`src/rtl/control_sequencer_if.sv`:
```
// Control bus between the hardwired sequencer and the Datapath: handshake inputs,
// IR, and every strobe the sequencer drives.
interface control_sequencer_if;
    logic        start;
    logic        stop;
    logic        mem_ready;
    logic [31:0] IR;

    logic        PC_out;
    logic        IncPC;
    logic        PC_enable;
    logic        MAR_enable;
    logic        Read;
    logic        MDR_enable;
    logic        MDR_out;
    logic        IR_enable;
    logic        Y_enable;
    logic        Z_enable;
    logic        ZLow_out;
    logic        ZHigh_out;
    logic        HI_enable;
    logic        LO_enable;
    logic [15:0] R_out;
    logic [15:0] R_enable;
    logic [4:0]  opcode;
    logic        busy;
    logic        halted;
    logic        fault;
    logic        instr_done;

    modport master (
        input  start, stop, mem_ready, IR,
        output PC_out, IncPC, PC_enable, MAR_enable, Read, MDR_enable, MDR_out, IR_enable,
               Y_enable, Z_enable, ZLow_out, ZHigh_out, HI_enable, LO_enable,
               R_out, R_enable, opcode, busy, halted, fault, instr_done
    );

    modport slave (
        output start, stop, mem_ready, IR,
        input  PC_out, IncPC, PC_enable, MAR_enable, Read, MDR_enable, MDR_out, IR_enable,
               Y_enable, Z_enable, ZLow_out, ZHigh_out, HI_enable, LO_enable,
               R_out, R_enable, opcode, busy, halted, fault, instr_done
    );
endinterface

```
`src/rtl/control_sequencer.sv`:
```
// Hardwired control unit: fetch (T0-T2) with a timed memory handshake, then execute
// (T3-T6) for 3-register ALU ops, 2-register mul/div, nop and halt.
module control_sequencer #(
    parameter int unsigned TIMEOUT = 255,
    parameter int unsigned CNT_W   = 8
) (
    input logic                 clk,
    input logic                 clr,
    control_sequencer_if.master bus
);

    localparam logic [3:0] StIdle   = 4'd0;
    localparam logic [3:0] StT0     = 4'd1;
    localparam logic [3:0] StT1     = 4'd2;
    localparam logic [3:0] StT2     = 4'd3;
    localparam logic [3:0] StT3     = 4'd4;
    localparam logic [3:0] StT4     = 4'd5;
    localparam logic [3:0] StT5     = 4'd6;
    localparam logic [3:0] StT6     = 4'd7;
    localparam logic [3:0] StHalted = 4'd8;
    localparam logic [3:0] StFault  = 4'd9;

    // Value the counter holds on the last tolerated wait cycle.
    localparam logic [CNT_W-1:0] WaitLast = CNT_W'(TIMEOUT - 1);

    logic [3:0]       state_q, state_d;
    logic [CNT_W-1:0] cnt_q, cnt_d;
    logic             stop_pend_q, stop_pend_d;

    logic [4:0] op;
    logic [3:0] ra, rb, rc;
    logic       is_alu, is_md, is_halt;
    logic       in_busy;
    logic       finish;
    logic       unused_ir;

    assign op = bus.IR[31:27];
    assign ra = bus.IR[26:23];
    assign rb = bus.IR[22:19];
    assign rc = bus.IR[18:15];
    assign unused_ir = ^bus.IR[14:0];

    assign is_alu  = (op <= 5'd14);
    assign is_md   = (op == 5'd15) || (op == 5'd16);
    assign is_halt = (op == 5'd27);
    assign in_busy = (state_q >= StT0) && (state_q <= StT6);

    always_comb begin
        state_d     = state_q;
        cnt_d       = '0;
        stop_pend_d = stop_pend_q;
        finish      = 1'b0;
        if (in_busy && bus.stop) begin
            stop_pend_d = 1'b1;
        end
        case (state_q)
            StIdle: begin
                if (bus.start && !bus.stop) begin
                    state_d = StT0;
                end
            end
            StT0: state_d = StT1;
            StT1: begin
                // mem_ready is checked first so it wins on the final wait cycle.
                if (bus.mem_ready) begin
                    state_d = StT2;
                end else if (cnt_q == WaitLast) begin
                    state_d     = StFault;
                    stop_pend_d = 1'b0;
                end else begin
                    cnt_d = cnt_q + 1'b1;
                end
            end
            StT2: state_d = StT3;
            StT3: begin
                if (is_halt) begin
                    state_d     = StHalted;
                    stop_pend_d = 1'b0;
                end else if (is_alu || is_md) begin
                    state_d = StT4;
                end else begin
                    finish = 1'b1;
                end
            end
            StT4: state_d = StT5;
            StT5: begin
                if (is_md) begin
                    state_d = StT6;
                end else begin
                    finish = 1'b1;
                end
            end
            StT6:     finish = 1'b1;
            StHalted: state_d = StHalted;
            StFault:  state_d = StFault;
            default:  state_d = StIdle;
        endcase
        if (finish) begin
            state_d     = (stop_pend_q || bus.stop) ? StIdle : StT0;
            stop_pend_d = 1'b0;
        end
    end

    always_ff @(posedge clk) begin
        if (clr) begin
            state_q     <= StIdle;
            cnt_q       <= '0;
            stop_pend_q <= 1'b0;
        end else begin
            state_q     <= state_d;
            cnt_q       <= cnt_d;
            stop_pend_q <= stop_pend_d;
        end
    end

    always_comb begin
        bus.PC_out     = 1'b0;
        bus.IncPC      = 1'b0;
        bus.PC_enable  = 1'b0;
        bus.MAR_enable = 1'b0;
        bus.Read       = 1'b0;
        bus.MDR_enable = 1'b0;
        bus.MDR_out    = 1'b0;
        bus.IR_enable  = 1'b0;
        bus.Y_enable   = 1'b0;
        bus.Z_enable   = 1'b0;
        bus.ZLow_out   = 1'b0;
        bus.ZHigh_out  = 1'b0;
        bus.HI_enable  = 1'b0;
        bus.LO_enable  = 1'b0;
        bus.R_out      = '0;
        bus.R_enable   = '0;
        bus.opcode     = '0;
        bus.instr_done = 1'b0;
        case (state_q)
            StT0: begin
                bus.PC_out     = 1'b1;
                bus.MAR_enable = 1'b1;
                bus.IncPC      = 1'b1;
                bus.PC_enable  = 1'b1;
            end
            StT1: begin
                bus.Read       = 1'b1;
                bus.MDR_enable = 1'b1;
            end
            StT2: begin
                bus.MDR_out   = 1'b1;
                bus.IR_enable = 1'b1;
            end
            StT3: begin
                if (is_alu) begin
                    bus.R_out    = 16'h0001 << rb;
                    bus.Y_enable = 1'b1;
                end else if (is_md) begin
                    bus.R_out    = 16'h0001 << ra;
                    bus.Y_enable = 1'b1;
                end else begin
                    bus.instr_done = 1'b1;
                end
            end
            StT4: begin
                if (is_alu || is_md) begin
                    bus.R_out    = 16'h0001 << (is_alu ? rc : rb);
                    bus.Z_enable = 1'b1;
                    bus.opcode   = op;
                end
            end
            StT5: begin
                if (is_alu) begin
                    bus.ZLow_out   = 1'b1;
                    bus.R_enable   = 16'h0001 << ra;
                    bus.instr_done = 1'b1;
                end else if (is_md) begin
                    bus.ZLow_out  = 1'b1;
                    bus.LO_enable = 1'b1;
                end
            end
            StT6: begin
                if (is_md) begin
                    bus.ZHigh_out  = 1'b1;
                    bus.HI_enable  = 1'b1;
                    bus.instr_done = 1'b1;
                end
            end
            default: ;
        endcase
    end

    assign bus.busy   = in_busy;
    assign bus.halted = (state_q == StHalted);
    assign bus.fault  = (state_q == StFault);

endmodule

```
`src/flat_wrapper.sv`:
```
// flat-port wrapper written by rule: the top's interface ports become plain ports
module control_sequencer_flat 
#(
    parameter int unsigned TIMEOUT = 255,
    parameter int unsigned CNT_W   = 8
)
  (clk, clr, bus_start, bus_stop, bus_mem_ready, bus_IR, bus_PC_out, bus_IncPC, bus_PC_enable, bus_MAR_enable, bus_Read, bus_MDR_enable, bus_MDR_out, bus_IR_enable, bus_Y_enable, bus_Z_enable, bus_ZLow_out, bus_ZHigh_out, bus_HI_enable, bus_LO_enable, bus_R_out, bus_R_enable, bus_opcode, bus_busy, bus_halted, bus_fault, bus_instr_done);
  control_sequencer_if bus_i ();
  input logic clk;
  input logic clr;
  input wire logic [$bits(bus_i.start)-1:0] bus_start;
  input wire logic [$bits(bus_i.stop)-1:0] bus_stop;
  input wire logic [$bits(bus_i.mem_ready)-1:0] bus_mem_ready;
  input wire logic [$bits(bus_i.IR)-1:0] bus_IR;
  output wire logic [$bits(bus_i.PC_out)-1:0] bus_PC_out;
  output wire logic [$bits(bus_i.IncPC)-1:0] bus_IncPC;
  output wire logic [$bits(bus_i.PC_enable)-1:0] bus_PC_enable;
  output wire logic [$bits(bus_i.MAR_enable)-1:0] bus_MAR_enable;
  output wire logic [$bits(bus_i.Read)-1:0] bus_Read;
  output wire logic [$bits(bus_i.MDR_enable)-1:0] bus_MDR_enable;
  output wire logic [$bits(bus_i.MDR_out)-1:0] bus_MDR_out;
  output wire logic [$bits(bus_i.IR_enable)-1:0] bus_IR_enable;
  output wire logic [$bits(bus_i.Y_enable)-1:0] bus_Y_enable;
  output wire logic [$bits(bus_i.Z_enable)-1:0] bus_Z_enable;
  output wire logic [$bits(bus_i.ZLow_out)-1:0] bus_ZLow_out;
  output wire logic [$bits(bus_i.ZHigh_out)-1:0] bus_ZHigh_out;
  output wire logic [$bits(bus_i.HI_enable)-1:0] bus_HI_enable;
  output wire logic [$bits(bus_i.LO_enable)-1:0] bus_LO_enable;
  output wire logic [$bits(bus_i.R_out)-1:0] bus_R_out;
  output wire logic [$bits(bus_i.R_enable)-1:0] bus_R_enable;
  output wire logic [$bits(bus_i.opcode)-1:0] bus_opcode;
  output wire logic [$bits(bus_i.busy)-1:0] bus_busy;
  output wire logic [$bits(bus_i.halted)-1:0] bus_halted;
  output wire logic [$bits(bus_i.fault)-1:0] bus_fault;
  output wire logic [$bits(bus_i.instr_done)-1:0] bus_instr_done;
  assign bus_i.start = bus_start;
  assign bus_i.stop = bus_stop;
  assign bus_i.mem_ready = bus_mem_ready;
  assign bus_i.IR = bus_IR;
  assign bus_PC_out = bus_i.PC_out;
  assign bus_IncPC = bus_i.IncPC;
  assign bus_PC_enable = bus_i.PC_enable;
  assign bus_MAR_enable = bus_i.MAR_enable;
  assign bus_Read = bus_i.Read;
  assign bus_MDR_enable = bus_i.MDR_enable;
  assign bus_MDR_out = bus_i.MDR_out;
  assign bus_IR_enable = bus_i.IR_enable;
  assign bus_Y_enable = bus_i.Y_enable;
  assign bus_Z_enable = bus_i.Z_enable;
  assign bus_ZLow_out = bus_i.ZLow_out;
  assign bus_ZHigh_out = bus_i.ZHigh_out;
  assign bus_HI_enable = bus_i.HI_enable;
  assign bus_LO_enable = bus_i.LO_enable;
  assign bus_R_out = bus_i.R_out;
  assign bus_R_enable = bus_i.R_enable;
  assign bus_opcode = bus_i.opcode;
  assign bus_busy = bus_i.busy;
  assign bus_halted = bus_i.halted;
  assign bus_fault = bus_i.fault;
  assign bus_instr_done = bus_i.instr_done;
  control_sequencer #(.TIMEOUT(TIMEOUT), .CNT_W(CNT_W)) u_core (.clk(clk), .clr(clr), .bus(bus_i));
endmodule
```
`config.mk`:
```
export PLATFORM = sky130hd
export DESIGN_NAME = control_sequencer_flat
export DESIGN_NICKNAME = d
export VERILOG_FILES = /design/src/rtl/control_sequencer_if.sv /design/src/rtl/control_sequencer.sv /design/src/flat_wrapper.sv
export SDC_FILE = /design/constraint.sdc
export NUM_CORES = 1
export LEC_CHECK = 0
export CAP_MARGIN = 40
export CORE_MARGIN = 4
export CORE_UTILIZATION = 33
export CTS_CLUSTER_DIAMETER = 30
export DETAILED_ROUTE_END_ITERATION = 7
export GPL_TIMING_DRIVEN = 0
export PLACE_DENSITY = 0.75
export SLEW_MARGIN = 20
export SYNTH_ARGS = -nofsm -noshare
export SYNTH_HDL_FRONTEND = slang
export SYNTH_SLANG_ARGS = --single-unit
```
`constraint.sdc`:
```
create_clock -name clk -period 2.12 [get_ports clk]
set_input_delay 0.318 -clock clk [delete_from_list [all_inputs] [get_ports clk]]
set_output_delay 0.318 -clock clk [all_outputs]
set_load 0.01 [all_outputs]
```
==> results.yml <==
setup_path:
  cp-end-kind: "primary output"
  r2r-end: "u_core.cnt_q[4]$_SDFF_PP0_"
  crit_arrival_ns: 1.88
  crit_path_cell_trace: "buf_2 > a41o_1 > buf_2 > nor4_2 > a31oi_1 > o221ai_2 > buf_2"
  crit_top_cell: "buf_2"
  worstSetupPathType: "input pin to primary output"
  cp-start-kind: "input pin"
  ff2ff_path_depth: 5
  path_delay_family: "compound AO/OA/AOI/OAI gates"
  cp_slowest_cell: "a31oi_1"
  path_max_fanout: 10
  path_buf_inv: 3
  cpPeakStageDelay_ns: 0.35
  critPathRequiredTime_ns: 1.80
  rr_startpoint: "u_core.state_q[0]$_SDFFE_PP0P_"
  rrSetupSlack_ns: 0.45
detailed_routing:
  final_antenna_net_count: 0
  vias: 2334
  wl_per_cell_um: 15.9
  route.detailed.drc: 0
  first_pass_iters: 4
  drtIter0Drc: 195
  vias_per_cell: 5.61
  wl_um: 6630
synthesis:
  syn_nets: 288
  synth-edff-count: 0
  synth_compound_area_share_pct: 27.4
  synth_ff_type: "dfxtp_1"
  yosys_warnings: 0
  synthCells: 249
  yosysTopAreaCellShare_pct: 15.1
  synth_xor_xnor_area_share_pct: 3.05
  synth-seq-cells: 13
  yosys-top-cells-count: "nor2_1 (36), nand2_1 (25), nor3_1 (20)"
  synth_mux_area_share_pct: 1.81
  yosysMostFrequentCell: "nor2_1"
  synth-async-reset-ratio_pct: 0
  mappedNetlistArea_mm2: 0.00172
  yosysSeqAreaShare_pct: 15.1
  yosys.area_share.simple_pct: 42.4
  post_synth.cell_area_avg_um2: 6.92
  synthAdderAreaFrac_pct: 1.45
  ys_top_cells_by_area: "dfxtp_1 (15%), nor2_1 (7.8%), nor3_1 (5.8%)"
  synth_top_area_cell: "dfxtp_1"
  synth_top_family_by_area: "simple AND/OR/NAND/NOR gates"
  yosysUniqueCellTypes: 61
layout:
  area_delta_synth_final_pct: 75.2
  nNetsFinal: 386
  postLayoutCellArea_mm2: 0.00302
  final_util_pct: 59.5
  drive_gt1_share_pct: 41.3
  diodes: 0
placed_design:
  routabilityCongestion: 0.909
  portBuffers: 71
  dp_hpwl_um: 4630
  place_area_mm2: 0.00252
grt:
  grt_pass1_wl_um: 10100
  gr-usage-all-layers_pct: 19.5
  grt_pass1_vias: 2085
  grt_max_degree: 11
  antenna_found_initial: 0
  grt_overflow: 0
clock_tree:
  cts_inserted_buffers: 3
  cts_sinks: 13
  cts.path.max_buffers: 2
  cts_tree: "yes"
  clk_pin_slew_ns: 0.06
  cts.htree.levels: 1
  cts-root-buf: "clkbuf_8"
  clock_latency_ns: 0.25
run_status:
  status: "finished with violations"
  violations: "setup timing"
sta:
  hold_violations: 0
  drv_slew: 0
  fin_skew_ns: 0.000498
  slew_headroom_pct: 64.2
  worst_slew_pin_slew_ns: 0.537
  fmax_ghz: 0.455
  rsz0062_at_grt: "yes"
  period_share_pct: 104
  layout_setup_ws_ns: -0.0787
  setup_violations: 8
  period_needed_ns: 2.20
die:
  ios: 92
  die_x_um: 80.3
  dieArea_mm2: 0.00644
  placementRows: 26
  start_util_pct: 34.0
  die_h_um: 80.3
  core-area_mm2: 0.00507
power:
  peakVddDrop_mv: 0.493
  power.leakage_nw: 1.20
  powerDensity_mw_per_mm2: 371
worst_hold_path:
  hold_start: "u_core.cnt_q[0]$_SDFF_PP0_"
  min_to: "u_core.cnt_q[0]$_SDFF_PP0_"
  hp-class: "flip-flop to flip-flop"
  holdPathStages: 1
run:
  maxCapViolCount: 0
-- where the power goes --
group | internal (mW) | leakage (nW) | switching (mW)
registers | 0.265 | 0.108 | 0.0269
clock network | 0.130 | 0.0255 | 0.0952
logic | 0.295 | 1.07 | 0.308
total | 0.690 | 1.20 | 0.430
-- metal layers --
layer	track usage (%)	wire length [µm]	vias up	part of all wire (%)
met5	0	0	-	0
met4	7.60	208	0	3.1
met3	3.14	561	26	8.5
met2	33.5	3160	111	48
met1	24.0	2700	1079	41
li1	-	-	1118	-
-- cells in the final DEF, fill, tap and decap left out, drive strengths merged, types with 4 or more instances in the layout --
master and instances:
clkdlybuf4s50 17, xor2 5, nor2b 6, dlygate4sd2 12, clkbuf 28, nor3 21, nor2 36, o211ai 4
nand2 26, inv 7, and2 6, nand4 6, a21oi 4, buf 56, clkdlybuf4s15 4, nor4 4
o221ai 11, a31oi 7, nand2b 13, nand3 9, dfxtp 13
-- state kept, by name, summed over array words and instances, names as in the netlist --
name / count
u_core.cnt_q: 8
u_core.state_q: 4
u_core.stop_pend_q: 1
-- kinds of logic (layout without fill, tap and decap cells) --
family,count (synthesis),in the layout
DFF,13,13
buffers and inverters,30,127
xor gates and xnor gates,6,6
adders and majority gates,2,2
and+or+nand+nor,141,141
AOI/OAI and AO/OA,54,54
muxes,3,3
-- through the flow --
step | worst slack (ns) | instances | power (mW) | TNS, ns | hold WS [ns]
3_5_place_dp | -1.02 | 390 | 0.773 | -36.12 | 0.485
2_1_floorplan | 0.0843 | 249 | 0.583 | 0 | 0.390
6_report | -0.0787 | 416 | 1.12 | -0.238 | 0.489
5_1_grt | -0.135 | 416 | 1.20 | -1.44 | 0.529
4_1_cts | -0.0674 | 412 | 1.10 | -0.289 | 0.499
3_3_place_gp | -1.05 | 390 | 0.769 | -34.89 | 0.473
-- worst register-to-register path: stages, from the launching register on --
cell	delay (ns)
dfxtp_4	0.37
nor4b_4	0.40
o211ai_1	0.25
or2_1	0.27
clkbuf_1	0.19
nor2_1	0.14
-- cell type report --
cell class	count	area, µm²
fill	472	2050
inverter	7	26.3
buffer	22	174
clock inverter	1	5.00
tap	70	87.6
multi-input combinational	206	1640
sequential	13	273
clock buffer	3	41.3
timing repair buffer	94	772
-- worst max-delay path by stage --
stage	from	end	slack, ns	cells past startpoint
floorplan	bus_IR[29]	bus_R_out[12]	0.08	6
global placement	bus_IR[30]	bus_R_out[12]	-1.05	7
detailed placement	bus_IR[30]	bus_R_out[12]	-1.02	7
CTS	u_core.state_q[0]$_SDFFE_PP0P_	bus_R_out[11]	-0.07	6
global route	bus_IR[29]	bus_R_out[0]	-0.13	7
finish	bus_IR[27]	bus_R_out[0]	-0.08	7
-- what timing repair did --
action                                  4_1_cts  5_1_grt
endpoints found under the setup margin       54       28
setup buffers                                20        4
hold endpoints to repair                      0        0
gates resized for setup                     200       65
pin swaps                                    20       10
hold buffers                                  0        0
No activity file was read; power rests on OpenSTA's default activity.
